File: src/rtl/tdm_demux4.sv
// tdm_demux4: four-slot TDM demultiplexer with SYNC framing (HUNT/LOCK) and registered channel outputs.
// Ports: clk, reset (async, active-high); F (W-bit TDM line), SYNC (slot-0 marker), EN (sample strobe);
//        A..D registered channels of the last complete frame; {S2,S1} slot expected at next enabled sample;
//        FRAME_VALID pulses when A..D update; SYNC_ERR pulses on a framing error; LOCKED high in LOCK.
module tdm_demux4 #(
   parameter int W = 1
) (
   input  logic         clk,
   input  logic         reset,
   input  logic [W-1:0] F,
   input  logic         SYNC,
   input  logic         EN,
   output logic [W-1:0] A,
   output logic [W-1:0] B,
   output logic [W-1:0] C,
   output logic [W-1:0] D,
   output logic         S1,
   output logic         S2,
   output logic         FRAME_VALID,
   output logic         SYNC_ERR,
   output logic         LOCKED
);
   typedef enum logic {HUNT, LOCK} state_t;
   state_t       state_q, state_d;
   logic [1:0]   slot_q, slot_d;
   logic [W-1:0] stage_a_q, stage_a_d, stage_b_q, stage_b_d, stage_c_q, stage_c_d;
   logic [W-1:0] a_q, a_d, b_q, b_d, c_q, c_d, d_q, d_d;
   logic         fv_q, fv_d, err_q, err_d;
   always_comb begin
      state_d   = state_q;
      slot_d    = slot_q;
      stage_a_d = stage_a_q;
      stage_b_d = stage_b_q;
      stage_c_d = stage_c_q;
      a_d       = a_q;
      b_d       = b_q;
      c_d       = c_q;
      d_d       = d_q;
      fv_d      = 1'b0;
      err_d     = 1'b0;
      if (EN) begin
         if (state_q == HUNT) begin
            if (SYNC) begin
               stage_a_d = F;
               slot_d    = 2'd1;
               state_d   = LOCK;
            end
         end else if (SYNC && slot_q != 2'd0) begin
            // early sync: restart the frame with this sample as slot 0
            err_d     = 1'b1;
            stage_a_d = F;
            slot_d    = 2'd1;
         end else if (!SYNC && slot_q == 2'd0) begin
            err_d   = 1'b1;
            slot_d  = 2'd0;
            state_d = HUNT;
         end else begin
            slot_d    = slot_q + 2'd1;
            stage_a_d = (slot_q == 2'd0) ? F : stage_a_q;
            stage_b_d = (slot_q == 2'd1) ? F : stage_b_q;
            stage_c_d = (slot_q == 2'd2) ? F : stage_c_q;
            if (slot_q == 2'd3) begin
               // slot D bypasses staging so the frame appears on the same edge
               a_d  = stage_a_q;
               b_d  = stage_b_q;
               c_d  = stage_c_q;
               d_d  = F;
               fv_d = 1'b1;
            end
         end
      end
   end
   always_ff @(posedge clk or posedge reset) begin
      if (reset) begin
         state_q   <= HUNT;
         slot_q    <= 2'd0;
         stage_a_q <= '0;
         stage_b_q <= '0;
         stage_c_q <= '0;
         a_q       <= '0;
         b_q       <= '0;
         c_q       <= '0;
         d_q       <= '0;
         fv_q      <= 1'b0;
         err_q     <= 1'b0;
      end else begin
         state_q   <= state_d;
         slot_q    <= slot_d;
         stage_a_q <= stage_a_d;
         stage_b_q <= stage_b_d;
         stage_c_q <= stage_c_d;
         a_q       <= a_d;
         b_q       <= b_d;
         c_q       <= c_d;
         d_q       <= d_d;
         fv_q      <= fv_d;
         err_q     <= err_d;
      end
   end
   assign A           = a_q;
   assign B           = b_q;
   assign C           = c_q;
   assign D           = d_q;
   assign S1          = slot_q[0];
   assign S2          = slot_q[1];
   assign FRAME_VALID = fv_q;
   assign SYNC_ERR    = err_q;
   assign LOCKED      = (state_q == LOCK);
endmodule

File: config.mk
export PLATFORM = sky130hd
export DESIGN_NAME = tdm_demux4
export DESIGN_NICKNAME = d
export VERILOG_FILES = /design/src/rtl/tdm_demux4.sv
export SDC_FILE = /design/constraint.sdc
export NUM_CORES = 1
export LEC_CHECK = 0
export CORE_AREA = 2 2 39 41
export CTS_BUF_LIST = sky130_fd_sc_hd__clkbuf_8 sky130_fd_sc_hd__clkbuf_16
export DETAILED_ROUTE_END_ITERATION = 8
export DIE_AREA = 0 0 41 43
export PLACE_DENSITY = 0.81
export RECOVER_POWER = 25
export REMOVE_ABC_BUFFERS = 1
export SYNTH_ARGS = -nofsm -noshare
export SYNTH_HDL_FRONTEND = slang
export SYNTH_SLANG_ARGS = --single-unit
File: constraint.sdc
create_clock -name clk -period 2.66 [get_ports clk]
set_clock_uncertainty 0.05 [all_clocks]
set_input_delay 0.266 -clock clk [delete_from_list [all_inputs] [get_ports clk]]
set_output_delay 0.266 -clock clk [all_outputs]
set_load 0.05 [all_outputs]
==> flow_metrics.py, run 1 <==
metrics = {
    "outcome": {
        "run_status": "finished clean",
    },
    "die": {
        "initial_utilization_pct": 41.59,
        "ioPinCount": 14,
        "die_area_mm2": 0.001763,
        "floorplan.core_area_mm2": 0.001384,
        "die_width_um": 41,
        "die-height_um": 43,
        "std_cell_rows": 14,
    },
    "synth": {
        "netlist_instances": 46,
        "synth_compound_area_share_pct": 6.522,
        "largest_family_of_logic_cells_by_synthesized_area": "adder cells",
        "ys_types": 14,
        "post_synth_and_or_nand_nor_area_fraction_pct": 7.174,
        "portion_of_the_post_synthesis_area_used_by_sequential_elements_pct": 52.17,
        "synth-warning-count": 0,
        "yosys-mux-area-fraction_pct": 13.70,
        "synth-adder-area-share_pct": 15.22,
        "mean_syn_cell_area_um2": 12.51,
        "post_synth_xor_area_fraction_pct": 0,
        "synth.ff_latch_count": 12,
        "netlist_area_um2": 575.6,
    },
    "cts": {
        "postCtsHoldBufs": 0,
        "clockBufferDepth": 2,
        "tritoncts.num_buffers": 3,
        "cts-resized-gates": 0,
        "cts.sinks": 12,
        "clk_latency_ns": 0.24,
        "cts_root_buf": "sky130_fd_sc_hd__clkbuf_8",
        "cts_max_level": 1,
        "path_clk_slew_ns": 0.05,
        "buffers_inserted_by_post_cts_timing_repair": 0,
        "tritoncts": "yes",
    },
    "power": {
        "cellLeakagePower_uw": 0.0003626,
        "power.share.switching_pct": 42.78,
        "power.share.combinational_pct": 49.9,
        "power_density_mw_per_mm2": 1310,
        "pwr-share-seq_pct": 30.9,
        "p_int_uw": 579.8,
        "net-switching-power_uw": 433.4,
        "vdd_ir_drop_max_mv": 0.5337,
        "pwr-share-clk_pct": 19.2,
    },
    "cells_and_area": {
        "num_antenna_cells": 0,
        "layout-drive-gt1-share_pct": 17.74,
        "syn2layout_area_growth_pct": 34.35,
        "final_core_utilization_pct": 55.88,
        "layout.cells.most_common_list": "sky130_fd_sc_hd__dfrtp_1, sky130_fd_sc_hd__clkdlybuf4s50_1, sky130_fd_sc_hd__mux2_2, sky130_fd_sc_hd__ha_1, sky130_fd_sc_hd__inv_1",
        "fin_cells": 78,
        "fillers": 133,
        "fin_area_um2": 773.2,
        "total_nets_final": 75,
    },
    "drt": {
        "detailroute.via_count": 388,
        "routedWlPerCell_um": 12.90,
        "remaining_drc_errors": 0,
        "detail_route.wirelength_mm": 1.006,
        "routed_via_density": 4.974,
        "drtIter0Drc": 6,
        "drt_pass1_iterations": 4,
        "drtAntennaViolNets": 0,
    },
    "timing": {
        "tightest_slew_ns": 0.4972,
        "setup-tns-final_ns": 0,
        "worst_slew_margin_rel_pct": 66.75,
        "timing.final.hold_violations": 0,
        "setup_viol_count_final": 0,
        "maxClockFrequency_mhz": 540.3,
        "post-route-min-period_ns": 1.851,
        "rsz0062_at_grt": "false",
        "layout_worst_path_cycle_share_pct": 69.57,
        "worst_hold_slack_ns": 0.4211,
        "final_max_slew_viol_count": 0,
    },
    "global_routing": {
        "first_pass_grt_wire_length_mm": 1.711,
        "gr-usage-all-layers_pct": 15.36,
        "first_global_vias": 400,
        "grt_antenna_before_repair": 0,
        "grt-ovfl-total": 0,
        "largest_net_degree_at_the_start_of_global_routing": 13,
    },
    "placed_design": {
        "detailed_place.area_um2": 718.2,
        "gp_congestion": 0.7954,
        "post-place-cells": 74,
        "dpl.hpwl_um": 792,
        "place.port_buffers": 13,
    },
    "worst_setup_path": {
        "timing.critical_path.slowest_stage_cell": "sky130_fd_sc_hd__clkdlybuf4s50_1",
        "worstPathRequired_ns": 2.34,
        "worst-r2r-setup-slack_ns": 0.82,
        "critical_path_arrival_ns": 1.53,
        "worst_path_dominant_cell_family": "buffers and inverters",
        "critical_path.endpoint_type": "output pin",
        "worst_stage_delay_on_the_critical_path_ns": 0.84,
        "timing.critical_path.from_type": "register",
        "cp_max_fo": 8,
        "list_of_cells_traversed_by_the_critical_path": "clkdlybuf4s50_1",
        "criticalPathCategory": "reg -> out",
        "cp.buffers_inverters": 1,
    },
    "worst_hold_path": {
        "min-delay-path-class": "in -> async",
    },
    "run": {
        "max_cap_viol_count": 0,
    },
}
==> registers in the layout, summed over array words and instances (netlist names) <==
| signal | cells |
|---|---|
| C | 1 |
| FRAME_VALID | 1 |
| stage_c_q | 1 |
| LOCKED | 1 |
| D | 1 |
| slot_q | 2 |
| SYNC_ERR | 1 |
| stage_a_q | 1 |
| stage_b_q | 1 |
| A | 1 |
| B | 1 |
==> cells by family (layout without fill, tap and decap cells) <==
logic type / Yosys count / count (layout)
buffers and inverters: 7 / 23
adders and majority gates: 7 / 7
and+or+nand+nor: 8 / 8
muxes: 7 / 7
AOI/OAI and AO/OA: 5 / 5
DFF: 12 / 12
==> layout make-up <==
class                   instances  area (um^2)  share of cell area [%]
clock buffers                   4        55.05                   7.120
multi-input cells              27        245.2                   31.72
inverters                       6        22.52                   2.913
repair buffers                 13        130.1                   16.83
flip-flops and latches         12        300.3                   38.83
well taps                      16        20.02                   2.589
==> path summary, 6_finish.rpt <==
| kind | from | endpoint | depth (start not counted) |
|---|---|---|---|
| worst min-delay path | reset | C | 2 |
| max in group asynchronous | reset | A | 2 |
| worst max-delay path | LOCKED | LOCKED | 1 |
| worst min register to register | stage_b_q | stage_b_q | 1 |
| min in group clk | stage_b_q | stage_b_q | 1 |
| worst max register to register | slot_q[0] | A | 5 |
==> power groups by stage <==
| stage | Combinational [uW] | Sequential (uW) | Clock [uW] |
|---|---|---|---|
| after floorplan | 148 | 510 | 0 |
| after global placement | 498 | 314 | 0 |
| after detailed placement | 507 | 318 | 0 |
| after CTS | 509 | 314 | 203 |
| after global routing | 539 | 326 | 212 |
| final | 505 | 313 | 195 |
==> cells in the mapped netlist (all sizes together) <==
library cell | number | area [um^2]
a31oi | 1 | 6.260
dfrtp | 12 | 300.3
inv | 6 | 22.52
a21oi | 1 | 5.000
o21a | 1 | 7.510
mux2 | 7 | 78.83
nand4 | 3 | 18.77
o32ai | 1 | 8.760
ha | 7 | 87.58
o32a | 1 | 10.01
nor3b | 1 | 7.510
buf | 1 | 7.510
nor2 | 2 | 7.510
nand2 | 2 | 7.510
==> routing by layer <==
| metal | track usage [%] | vias up | routed length [um] |
|---|---|---|---|
| met5 | 0 | - | 0 |
| met4 | 12.00 | 0 | 27 |
| met3 | 4.712 | 4 | 48 |
| met2 | 21.56 | 13 | 476 |
| met1 | 18.46 | 178 | 453 |
| li1 | - | 193 | - |
==> stage by stage <==
stage	worst slack, ns	total power, uW
6_report	0.8093	1013
2_1_floorplan	0.6070	657.3
4_1_cts	0.7910	1026
5_1_grt	0.6962	1077
3_3_place_gp	0.7015	811.4
3_5_place_dp	0.6543	824.5
No activity file was read; power rests on OpenSTA's default activity.
==> run 2, diff against run 1 <==
clock period = 1.9 ns   (was 2.66 ns; I/O delays follow)
==> run 2 against run 1 <==
Cell count is 2.6% higher. Cell area is 1.9% higher. Power is 43% higher. Setup slack worse by 0.71 ns. Via count is 6.2% higher. Critical path depth stayed put. Utilization is 1.1 points higher. Register-to-register slack worse by 0.70 ns. Non-clock buffer count is 2 higher. Global-route usage is 0.59 points higher. Critical endpoint unchanged. Largest cell class unchanged. Largest power group unchanged.
==> flow_metrics.py, run 2 (same netlist as run 1, synthesis figures left out) <==
metrics = {
    "outcome": {
        "run_status": "finished clean",
    },
    "placed_design": {
        "detailed_place.area_um2": 733.2,
        "dpl.hpwl_um": 791.6,
        "gp_congestion": 0.7861,
        "place.port_buffers": 13,
        "post-place-cells": 76,
    },
    "global_routing": {
        "gr-usage-all-layers_pct": 15.96,
        "first_global_vias": 401,
        "grt-ovfl-total": 0,
        "grt_antenna_before_repair": 0,
        "first_pass_grt_wire_length_mm": 1.794,
        "largest_net_degree_at_the_start_of_global_routing": 13,
    },
    "worst_hold_path": {
        "min-delay-path-class": "in -> async",
    },
    "worst_setup_path": {
        "critical_path.endpoint_type": "output pin",
        "cp_max_fo": 8,
        "timing.critical_path.slowest_stage_cell": "sky130_fd_sc_hd__clkdlybuf4s50_1",
        "criticalPathCategory": "reg -> out",
        "worst_r2r_path_depth": 5,
        "worst_stage_delay_on_the_critical_path_ns": 0.85,
        "worstSetupPathDepth": 1,
        "cp.buffers_inverters": 1,
        "worstPathRequired_ns": 1.66,
        "list_of_cells_traversed_by_the_critical_path": "clkdlybuf4s50_1",
        "critical_path_arrival_ns": 1.56,
        "worst_path_dominant_cell_family": "buffers and inverters",
        "timing.critical_path.from_type": "register",
    },
    "cells_and_area": {
        "syn2layout_area_growth_pct": 36.96,
        "final_core_utilization_pct": 56.96,
        "fin_cells": 80,
        "layout-drive-gt1-share_pct": 20.31,
        "largest-register": "slot_q",
        "num_antenna_cells": 0,
        "layout.cells.most_common_list": "sky130_fd_sc_hd__dfrtp_1, sky130_fd_sc_hd__clkdlybuf4s50_1, sky130_fd_sc_hd__mux2_2, sky130_fd_sc_hd__ha_1, sky130_fd_sc_hd__inv_1",
        "largest_reg_flops": 2,
        "fin_area_um2": 788.3,
        "total_nets_final": 77,
    },
    "timing": {
        "maxClockFrequency_mhz": 554.6,
        "rsz0062_at_grt": "false",
        "post-route-min-period_ns": 1.803,
        "setup_viol_count_final": 0,
        "final_max_slew_viol_count": 0,
        "layout_worst_path_cycle_share_pct": 94.90,
        "worst_slew_margin_rel_pct": 65.62,
        "worst_hold_slack_ns": 0.3604,
        "timing.final.hold_violations": 0,
        "tightest_slew_ns": 0.5141,
    },
    "power": {
        "power_density_mw_per_mm2": 1835,
        "vdd_ir_drop_max_mv": 0.6959,
        "cellLeakagePower_uw": 0.0003720,
    },
    "cts": {
        "cts_max_level": 1,
        "clockBufferDepth": 2,
        "cts.sinks": 12,
        "cts_root_buf": "sky130_fd_sc_hd__clkbuf_8",
        "cts-resized-gates": 0,
        "clk_latency_ns": 0.24,
        "path_clk_slew_ns": 0.05,
        "tritoncts": "yes",
        "postCtsHoldBufs": 0,
        "buffers_inserted_by_post_cts_timing_repair": 0,
        "tritoncts.num_buffers": 3,
    },
    "die": {
        "die_width_um": 41,
        "floorplan.core_area_mm2": 0.001384,
        "initial_utilization_pct": 41.59,
        "die_area_mm2": 0.001763,
        "die-height_um": 43,
        "std_cell_rows": 14,
        "ioPinCount": 14,
    },
    "drt": {
        "drtAntennaViolNets": 0,
        "remaining_drc_errors": 0,
        "drtIter0Drc": 13,
        "routedWlPerCell_um": 13.96,
        "detailroute.via_count": 412,
        "drt_pass1_iterations": 2,
        "detail_route.wirelength_mm": 1.117,
        "routed_via_density": 5.150,
    },
    "run": {
        "max_cap_viol_count": 0,
    },
}
run 2: area by class of cell:
type,instances,area (um^2)
clock buffer,4,55.05
tap,16,20.02
sequential,12,300.3
fill,130,595.6
multi-input combinational,27,245.2
inverter,6,22.52
timing repair buffer,15,145.1
run 2: worst paths after layout:
kind                             to  slack [ns]      start
min in group clk                  B        0.45  stage_b_q
max in group asynchronous  SYNC_ERR        1.12      reset
setup reg to reg                  C        0.12  slot_q[1]
setup / recovery             LOCKED         0.1     LOCKED
hold reg to reg                   B        0.45  stage_b_q
hold / removal               LOCKED        0.36      reset
run 2: report_power, final:
group / switching (uW) / leakage [uW] / total, uW / internal [uW]
registers: 69.8 / 0.000146 / 431 / 361
clock network: 94.7 / 0.0000288 / 278 / 183
logic: 457 / 0.000197 / 738 / 280
run 2: stage by stage:
stage	total power [uW]	setup WS [ns]	setup TNS [ns]
floorplan	920.2	-0.1530	-0.7371
global placement	1150	0.1045	0
detailed placement	1167	0.06873	0
CTS	1456	0.1092	0
global route	1534	0.01951	0
finish	1446	0.09693	0
run 2: metal layers:
| metal | global-route usage (%) | up-vias | share of wire (%) |
|---|---|---|---|
| li1 | - | 198 | - |
| met1 | 19.40 | 195 | 48 |
| met2 | 22.50 | 14 | 44 |
| met3 | 4.712 | 5 | 3.9 |
| met4 | 12.00 | 0 | 3.3 |
| met5 | 0 | - | 0 |
